===== config.mk =====
export PLATFORM = sky130hd
export DESIGN_NAME = fc_dot_accum
export DESIGN_NICKNAME = d
export VERILOG_FILES = /design/src/rtl/fc_dot_accum.sv
export SDC_FILE = /design/constraint.sdc
export NUM_CORES = 1
export LEC_CHECK = 0
export CAP_MARGIN = 10
export CORE_MARGIN = 10
export CORE_UTILIZATION = 31
export CTS_BUF_LIST = sky130_fd_sc_hd__clkbuf_8
export CTS_CLUSTER_DIAMETER = 120
export DETAILED_ROUTE_END_ITERATION = 16
export PLACE_DENSITY = 0.55
export SKIP_CTS_REPAIR_TIMING = 1
export SLEW_MARGIN = 15
export SYNTH_ARGS = -nofsm -noshare
export SYNTH_HDL_FRONTEND = slang
export SYNTH_SLANG_ARGS = --single-unit

===== constraint.sdc =====
create_clock -name aclk -period 25.7 [get_ports aclk]
set_input_delay 2.57 -clock aclk [delete_from_list [all_inputs] [get_ports aclk]]
set_output_delay 2.57 -clock aclk [all_outputs]
set_load 0.02 [all_outputs]

===== src/rtl/fc_dot_accum.sv =====
`default_nettype none
// ============================================================================
// Module   : fc_dot_accum
// Brief    : Signed multiply-accumulate over VEC_LEN operand pairs. Presents a
//            32-bit saturated neuron sum through a valid/ready handshake.
// Revision : 1.0  initial release
// ============================================================================
module fc_dot_accum #(
  parameter int DATA_W  = 16,
  parameter int ACC_W   = 40,
  parameter int VEC_LEN = 64,
  parameter int CNT_W   = $clog2(VEC_LEN + 1)
) (
  input  logic              aclk,
  input  logic              aresetn,
  input  logic [31:0]       iStart,
  input  logic [DATA_W-1:0] iData,
  input  logic [DATA_W-1:0] iWeight,
  input  logic              iValid,
  input  logic              iReady,
  output logic [31:0]       oResult,
  output logic              oValid,
  output logic              oBusy,
  output logic              oErr
);

  typedef enum logic [1:0] {
    S_IDLE  = 2'd0,
    S_ACCUM = 2'd1,
    S_OUT   = 2'd2
  } state_t;

  localparam logic [CNT_W-1:0] c_cnt_last = CNT_W'(VEC_LEN);
  localparam logic [CNT_W-1:0] c_cnt_pen  = CNT_W'(VEC_LEN - 1);

  state_t                    r_state;
  state_t                    w_state_next;
  logic signed [ACC_W-1:0]   r_acc;
  logic signed [ACC_W-1:0]   w_acc_next;
  logic [CNT_W-1:0]          r_cnt;
  logic [CNT_W-1:0]          w_cnt_next;
  logic [31:0]               r_result;
  logic                      r_valid;
  logic                      r_busy;
  logic                      r_err;
  logic                      w_start;
  logic                      w_load_out;
  logic                      w_err;
  logic signed [2*DATA_W-1:0] w_prod;
  logic signed [ACC_W-1:0]   w_prod_ext;
  logic [ACC_W-32:0]         w_hi;
  logic [31:0]               w_sat;

  assign w_start    = |iStart;
  assign w_prod     = $signed(iData) * $signed(iWeight);
  assign w_prod_ext = ACC_W'(w_prod);

  // Bits 31 and above all equal means the sum fits in 32 signed bits.
  assign w_hi  = w_acc_next[ACC_W-1:31];
  assign w_sat = ((&w_hi) || !(|w_hi)) ? w_acc_next[31:0]
               : (w_acc_next[ACC_W-1] ? 32'h8000_0000 : 32'h7FFF_FFFF);

  always_comb begin
    w_state_next = r_state;
    w_acc_next   = r_acc;
    w_cnt_next   = r_cnt;
    w_load_out   = 1'b0;
    w_err        = 1'b0;
    case (r_state)
      S_IDLE: begin
        if (w_start) begin
          w_acc_next = iValid ? w_prod_ext : '0;
          w_cnt_next = CNT_W'(iValid);
          if (iValid && (c_cnt_last == CNT_W'(1))) begin
            w_state_next = S_OUT;
            w_load_out   = 1'b1;
          end else begin
            w_state_next = S_ACCUM;
          end
        end
      end
      S_ACCUM: begin
        w_err = w_start;
        if (iValid) begin
          w_acc_next = r_acc + w_prod_ext;
          w_cnt_next = r_cnt + CNT_W'(1);
          if (r_cnt == c_cnt_pen) begin
            w_state_next = S_OUT;
            w_load_out   = 1'b1;
          end
        end
      end
      S_OUT: begin
        // A start in the handshake cycle is flagged but never restarts.
        w_err = w_start;
        if (iReady) begin
          w_state_next = S_IDLE;
        end
      end
      default: begin
        w_state_next = S_IDLE;
      end
    endcase
  end

  always_ff @(posedge aclk) begin
    if (!aresetn) begin
      r_state  <= S_IDLE;
      r_acc    <= '0;
      r_cnt    <= '0;
      r_result <= '0;
      r_valid  <= 1'b0;
      r_busy   <= 1'b0;
      r_err    <= 1'b0;
    end else begin
      r_state <= w_state_next;
      r_acc   <= w_acc_next;
      r_cnt   <= w_cnt_next;
      r_valid <= (w_state_next == S_OUT);
      r_busy  <= (w_state_next != S_IDLE);
      r_err   <= w_err;
      if (w_load_out) begin
        r_result <= w_sat;
      end
    end
  end

  assign oResult = r_result;
  assign oValid  = r_valid;
  assign oBusy   = r_busy;
  assign oErr    = r_err;

endmodule
`default_nettype wire

# Yosys cells after proc, flatten, opt, wreduce, memory -nomap -nowiden
# Cells that the tools add are included.
# word_totals
wordCells	44
inputBits	68
reg_bits	84
output_inout_bits	35
# op_classes
multipliers	1
reduce_logical	11
add_sub_neg	2
mux	17
n_eq_ne	6
# op_table
operator	n
$mux W40	3
$pmux W40 S2	1
$mux W32	2
$add A40 B32 Y40	1
$mul A16 B16 Y32	1
$reduce_or A32 Y1	1
$mux W7	2
$pmux W7 S2	1
$reduce_and A9 Y1	1
$reduce_or A9 Y1	1
$mux W2	4
$add A7 B1 Y7 const B	1
$eq A7 B6 Y1 const B	1
$pmux W2 S3	1
$eq A2 B2 Y1 const B	2
$ne A2 B2 Y1 const B	2
$reduce_bool A2 Y1	2
$mux W1	3
$reduce_and A3 Y1	1
$eq A2 B1 Y1 const B	1
$logic_not A2 Y1	1
$reduce_and A2 Y1	1
$reduce_or A2 Y1	1
$logic_not A1 Y1	1
$logic_or A1 B1 Y1	1

# Logic depth before layout (Yosys ltp)
# depth
word_depth	8
ltp_mapped	39
mapped_depth_nobuf	36

# Worst setup path after synthesis
# Ideal clock, no wire load.
# synth_timing
path_kind	input port to flip-flop
from	in iWeight[7]
to	reg r_result[6] (netlist: oResult[6])
n_path_buf	4
required_ps	25634
arrival_time_ps	10880
setup_ps	66
path_slack_ps	14754
path_stages	38
path_cell_list	clkbuf_1 -> nand2_1 -> fa_1 -> inv_1 -> fa_1 -> inv_1 -> fa_1 -> inv_1 -> fa_1 -> fa_1 -> inv_1 -> fa_1 -> inv_1 -> ha_1 -> a21o_1 -> a211oi_1 -> and3_1 -> a22oi_1 -> [2 not listed] -> a211o_1 -> o21ai_0 -> xor2_1 -> ha_1 -> clkbuf_1 -> nand3_1 -> nor4_1 -> o2111ai_1 -> a31oi_1 -> a21oi_1 -> o21bai_1 -> xor2_1 -> mux2i_1 -> a22o_2 -> buf_4 -> buf_6 -> nand2_1 -> a21oi_2
# synth_between
elab_chain_len	8
elab_cells_between_ends	12
classes_between	add/sub: 1; mul: 1; mux: 6; reduce/logical: 4
# synth_rtl
item	line	source
from (decl)	18	input logic [DATA_W-1:0] iWeight,
$mul A16 B16 Y32 *	55	assign w_prod = $signed(iData) * $signed(iWeight);
$add A40 B32 Y40 / $mux W40 (equally long branches)	85, 72	
$mux W40 (on tied branches)	84, 71	
$pmux W40 S2 *	69	case (r_state)
$reduce_or A9 Y1	60	assign w_sat = ((&w_hi) || !(|w_hi)) ? w_acc_next[31:0]
$logic_not A1 Y1	60	
$logic_or A1 B1 Y1	60	
$mux W32 *	60	
to (signal assigned)	123	r_result <= w_sat;
to (decl)	42	logic [31:0] r_result;
# Every way passes the cells marked *; elsewhere a longest branch is shown, timed or not.
# A chain may end at the register's enable or synchronous reset.

# Final worst setup path
# layout_timing
from	in iData[15]
to	reg r_result[4] (netlist: oResult[4])
# layout_between
elab_chain_len	8
elab_cells_between_ends	12
classes_between	add/sub: 1; mul: 1; mux: 6; reduce/logical: 4
# layout_rtl
item	line	source
from (decl)	17	input logic [DATA_W-1:0] iData,
$mul A16 B16 Y32 *	55	
$add A40 B32 Y40 / $mux W40 (equally long branches)	85, 72	
$mux W40 (on tied branches)	84, 71	
$pmux W40 S2 *	69	
$reduce_or A9 Y1	60	
$logic_not A1 Y1	60	
$logic_or A1 B1 Y1	60	
$mux W32 *	60	
# Marks and branches as above.

==> results.sh <==
export IMPL_result_of_the_run="finished, final reports clean"
export IMPL_path_delay_family="adder cells"
export IMPL_period_share=0.514
export IMPL_slew_violations=0
export IMPL_fillCellCount=5287
export IMPL_die_height_microns=246
export IMPL_worst_pin_slew_ns=0.919
export IMPL_cts_max_level=3
export IMPL_ctsRootBufferMaster="clkbuf_8"
export IMPL_clock_latency_ns=0.40
export IMPL_slew_limit_headroom=0.387
export IMPL_critical_path_slowest_cell="clkdlybuf4s50_1"
export IMPL_fmax_mhz=75.8
export IMPL_crit_required_ns=25.96
export IMPL_core_area_sq_um=50500
export IMPL_antenna_cells=0
export IMPL_remaining_drc_errors=0
export IMPL_grt_usage=0.145
export IMPL_setup_violations=0
export IMPL_place_worst_setup_slack_ns=12.03
export IMPL_worst_setup_path_type="input port to flop"
export IMPL_routed_via_count=12500
export IMPL_detail_route_first_pass_iterations=6
export IMPL_netlist_area_leader_share=0.331
export IMPL_synth_edff_count=0
export IMPL_drt_wirelength_per_cell_microns=16.7
export IMPL_gp_routability_congestion=0.869
export IMPL_area_growth_synth_to_final_pct=11.5
export IMPL_grt_start_max_net_pins=42
export IMPL_finish_net_count=2348
export IMPL_startpoint_kind_of_the_worst_setup_timing_path="input port"
export IMPL_cts_tree="built"
export IMPL_drt_initial_drc_count=753
export IMPL_finalCoreUtilization=0.351
export IMPL_netlist_top_cells_area="fa_1, dfxtp_1, ha_1"
export IMPL_final_setup_worst_slack_ns=12.50
export IMPL_syn_mean_instance_area_sq_um=8.64
export IMPL_synth_yosys_seq_area_share=0.106
export IMPL_synthesis_nets=2298
export IMPL_clock_sink_count=84
export IMPL_cts_made_buffers=9
export IMPL_synth_top_area_cell="fa_1"
export IMPL_vias_per_cell=4.87
export IMPL_critical_path_n_buffers_inverters=5
export IMPL_finalHoldViolations=0
export IMPL_cts_max_path_buffers=2
export IMPL_maxCapViolCount=0
export IMPL_global_route_overflow_total=0
export IMPL_worstHoldPathType="flop to flop"
export IMPL_initial_cell_density_of_the_core=0.315
export IMPL_postSynthCellCount=1840
export IMPL_cp_max_fo=24
export IMPL_crit_path_end_kind="flop"
export IMPL_synth_area_sq_um=15900
export IMPL_grt_antenna_before_repair=0
export IMPL_yosys_cell_types_count=78
export IMPL_num_io_pins=103
export IMPL_setup_tns_final_ns=0
export IMPL_die_w_microns=246
export IMPL_die_area_sq_um=60800
export IMPL_row_count=82
export IMPL_synth_async_sr_flop_share=0
export IMPL_first_global_vias=13300
export IMPL_hpwl_after_detailed_placement_microns=34900
export IMPL_critical_path_max_stage_delay_ns=0.76
export IMPL_finalWirelength_microns=43000
export IMPL_dominantRegCellSynth="dfxtp_1"
export IMPL_clock_skew_final_ns=0.0236
export IMPL_drive_above_1_share=0.0522
export IMPL_critical_path_top_cell_by_count="fa_1"
export IMPL_synth_seq_cells=84
export IMPL_clkTransAtPathRegs_ns=0.10
export IMPL_grt_setup_unrepaired="false"
export IMPL_warnings_from_yosys=0
export IMPL_critical_path_arrival_ns=13.46
export IMPL_grt_pass1_wl_microns=72100
export IMPL_postRouteAntennaNets=0
export IMPL_fin_crit_ns=13.20
export IMPL_numPortBuffers=102
## state kept, by name, summed over array words and instances, names as in the netlist
name / flops
oValid: 1
r_acc: 40
oResult: 32
r_state: 2
oErr: 1
r_cnt: 7
oBusy: 1
## area by class of cell
| type | instances | area [sq um] | area share |
|---|---|---|---|
| Timing Repair Buffer | 113 | 1100 | 0.0622 |
| Inverter | 302 | 1130 | 0.0639 |
| Sequential cell | 84 | 1680 | 0.0948 |
| Clock buffer | 9 | 124 | 0.00699 |
| Tap cell | 672 | 841 | 0.0474 |
| Clock inverter | 7 | 73.8 | 0.00416 |
| Multi-Input combinational cell | 1380 | 12800 | 0.720 |
## worst reg2reg max path, delay by kind of cell, from the launching register on
kind            cells  cell delay, ns
flops               1            0.35
simple gates        5            1.34
buf+inv             2            0.54
compound gates      6            2.05
fa+ha+maj           2            0.61
## cell usage after synthesis, drive strengths merged, types with 10 or more instances
cell,number
mux2,13
o21ai,77
a21oi,117
inv,302
a211oi,12
xnor2,39
nor3,15
dfxtp,84
fa,263
or2,10
a22oi,12
a21o,29
clkbuf,59
a222oi,14
nand4,10
ha,127
xor2,28
nand2b,34
nor2,85
and2,136
buf,15
nand3,24
o21a,11
nand2,205
nor4,10
## cells by family (layout without fill, tap and decap cells)
kind of cell / count (synthesis) / in the layout / synth area share
AO/OA/AOI/OAI: 345 / 345 / 0.149
XOR/XNOR: 67 / 67 / 0.0369
adder cells (fa/ha/maj): 390 / 390 / 0.431
buffers and inverters: 376 / 431 / 0.0915
flip-flops: 84 / 84 / 0.106
multiplexers: 16 / 16 / 0.0111
AND/OR/NAND/NOR: 562 / 562 / 0.175
## cell usage in the layout, fill, tap and decap left out, types with 9 or more instances in the layout
cell type | netlist | layout
clkbuf_8 | 0 | 9
nand2_1 | 205 | 205
buf_4 | 2 | 11
dfxtp_1 | 84 | 84
a222oi_1 | 14 | 14
nand2b_1 | 34 | 34
nand3_1 | 24 | 24
xor2_1 | 28 | 28
or2_2 | 9 | 9
mux2_2 | 13 | 13
nand4_1 | 10 | 10
fa_1 | 263 | 263
a21o_1 | 29 | 29
nor3_1 | 15 | 14
o21a_1 | 11 | 11
clkdlybuf4s50_1 | 0 | 102
inv_1 | 301 | 302
a211oi_1 | 10 | 10
a31oi_1 | 9 | 9
nor2_1 | 85 | 84
a21oi_1 | 86 | 86
ha_1 | 127 | 127
a21oi_2 | 31 | 31
o21ai_0 | 74 | 74
nor4_1 | 10 | 10
and2_1 | 135 | 135
xnor2_1 | 39 | 39
a22oi_1 | 12 | 12
## through the flow
stage | cells | area, sq um | hold slack (ns)
3_3_place_gp | 2551 | 17500 | 0.471
6_report | 2567 | 17700 | 0.508
3_5_place_dp | 2551 | 17500 | 0.493
4_1_cts | 2567 | 17700 | 0.509
5_1_grt | 2567 | 17700 | 0.549
2_1_floorplan | 1840 | 15900 | 0.459
## worst paths after layout
| path | from | endpoint | slack, ns | cells after the start |
|---|---|---|---|---|
| worst max-delay path | iData[15] | oResult[4] | 12.50 | 29 |
| worst min-delay path | oResult[31] | oResult[31] | 0.51 | 2 |
| worst max register to register | r_acc[0] | oResult[4] | 20.66 | 15 |
| worst min register to register | oResult[31] | oResult[31] | 0.51 | 2 |
## metal layers
layer | global-route usage | wire, microns | up-vias
li1 | - | - | 6035
met1 | 0.207 | 21100 | 6149
met2 | 0.231 | 19300 | 284
met3 | 0.0237 | 2220 | 29
met4 | 0.0224 | 380 | 0
met5 | 0 | 0 | -
Power is left out: the tool's default activity adds up to more than one toggle a clock period on the data nets, which glitch-free logic cannot reach.
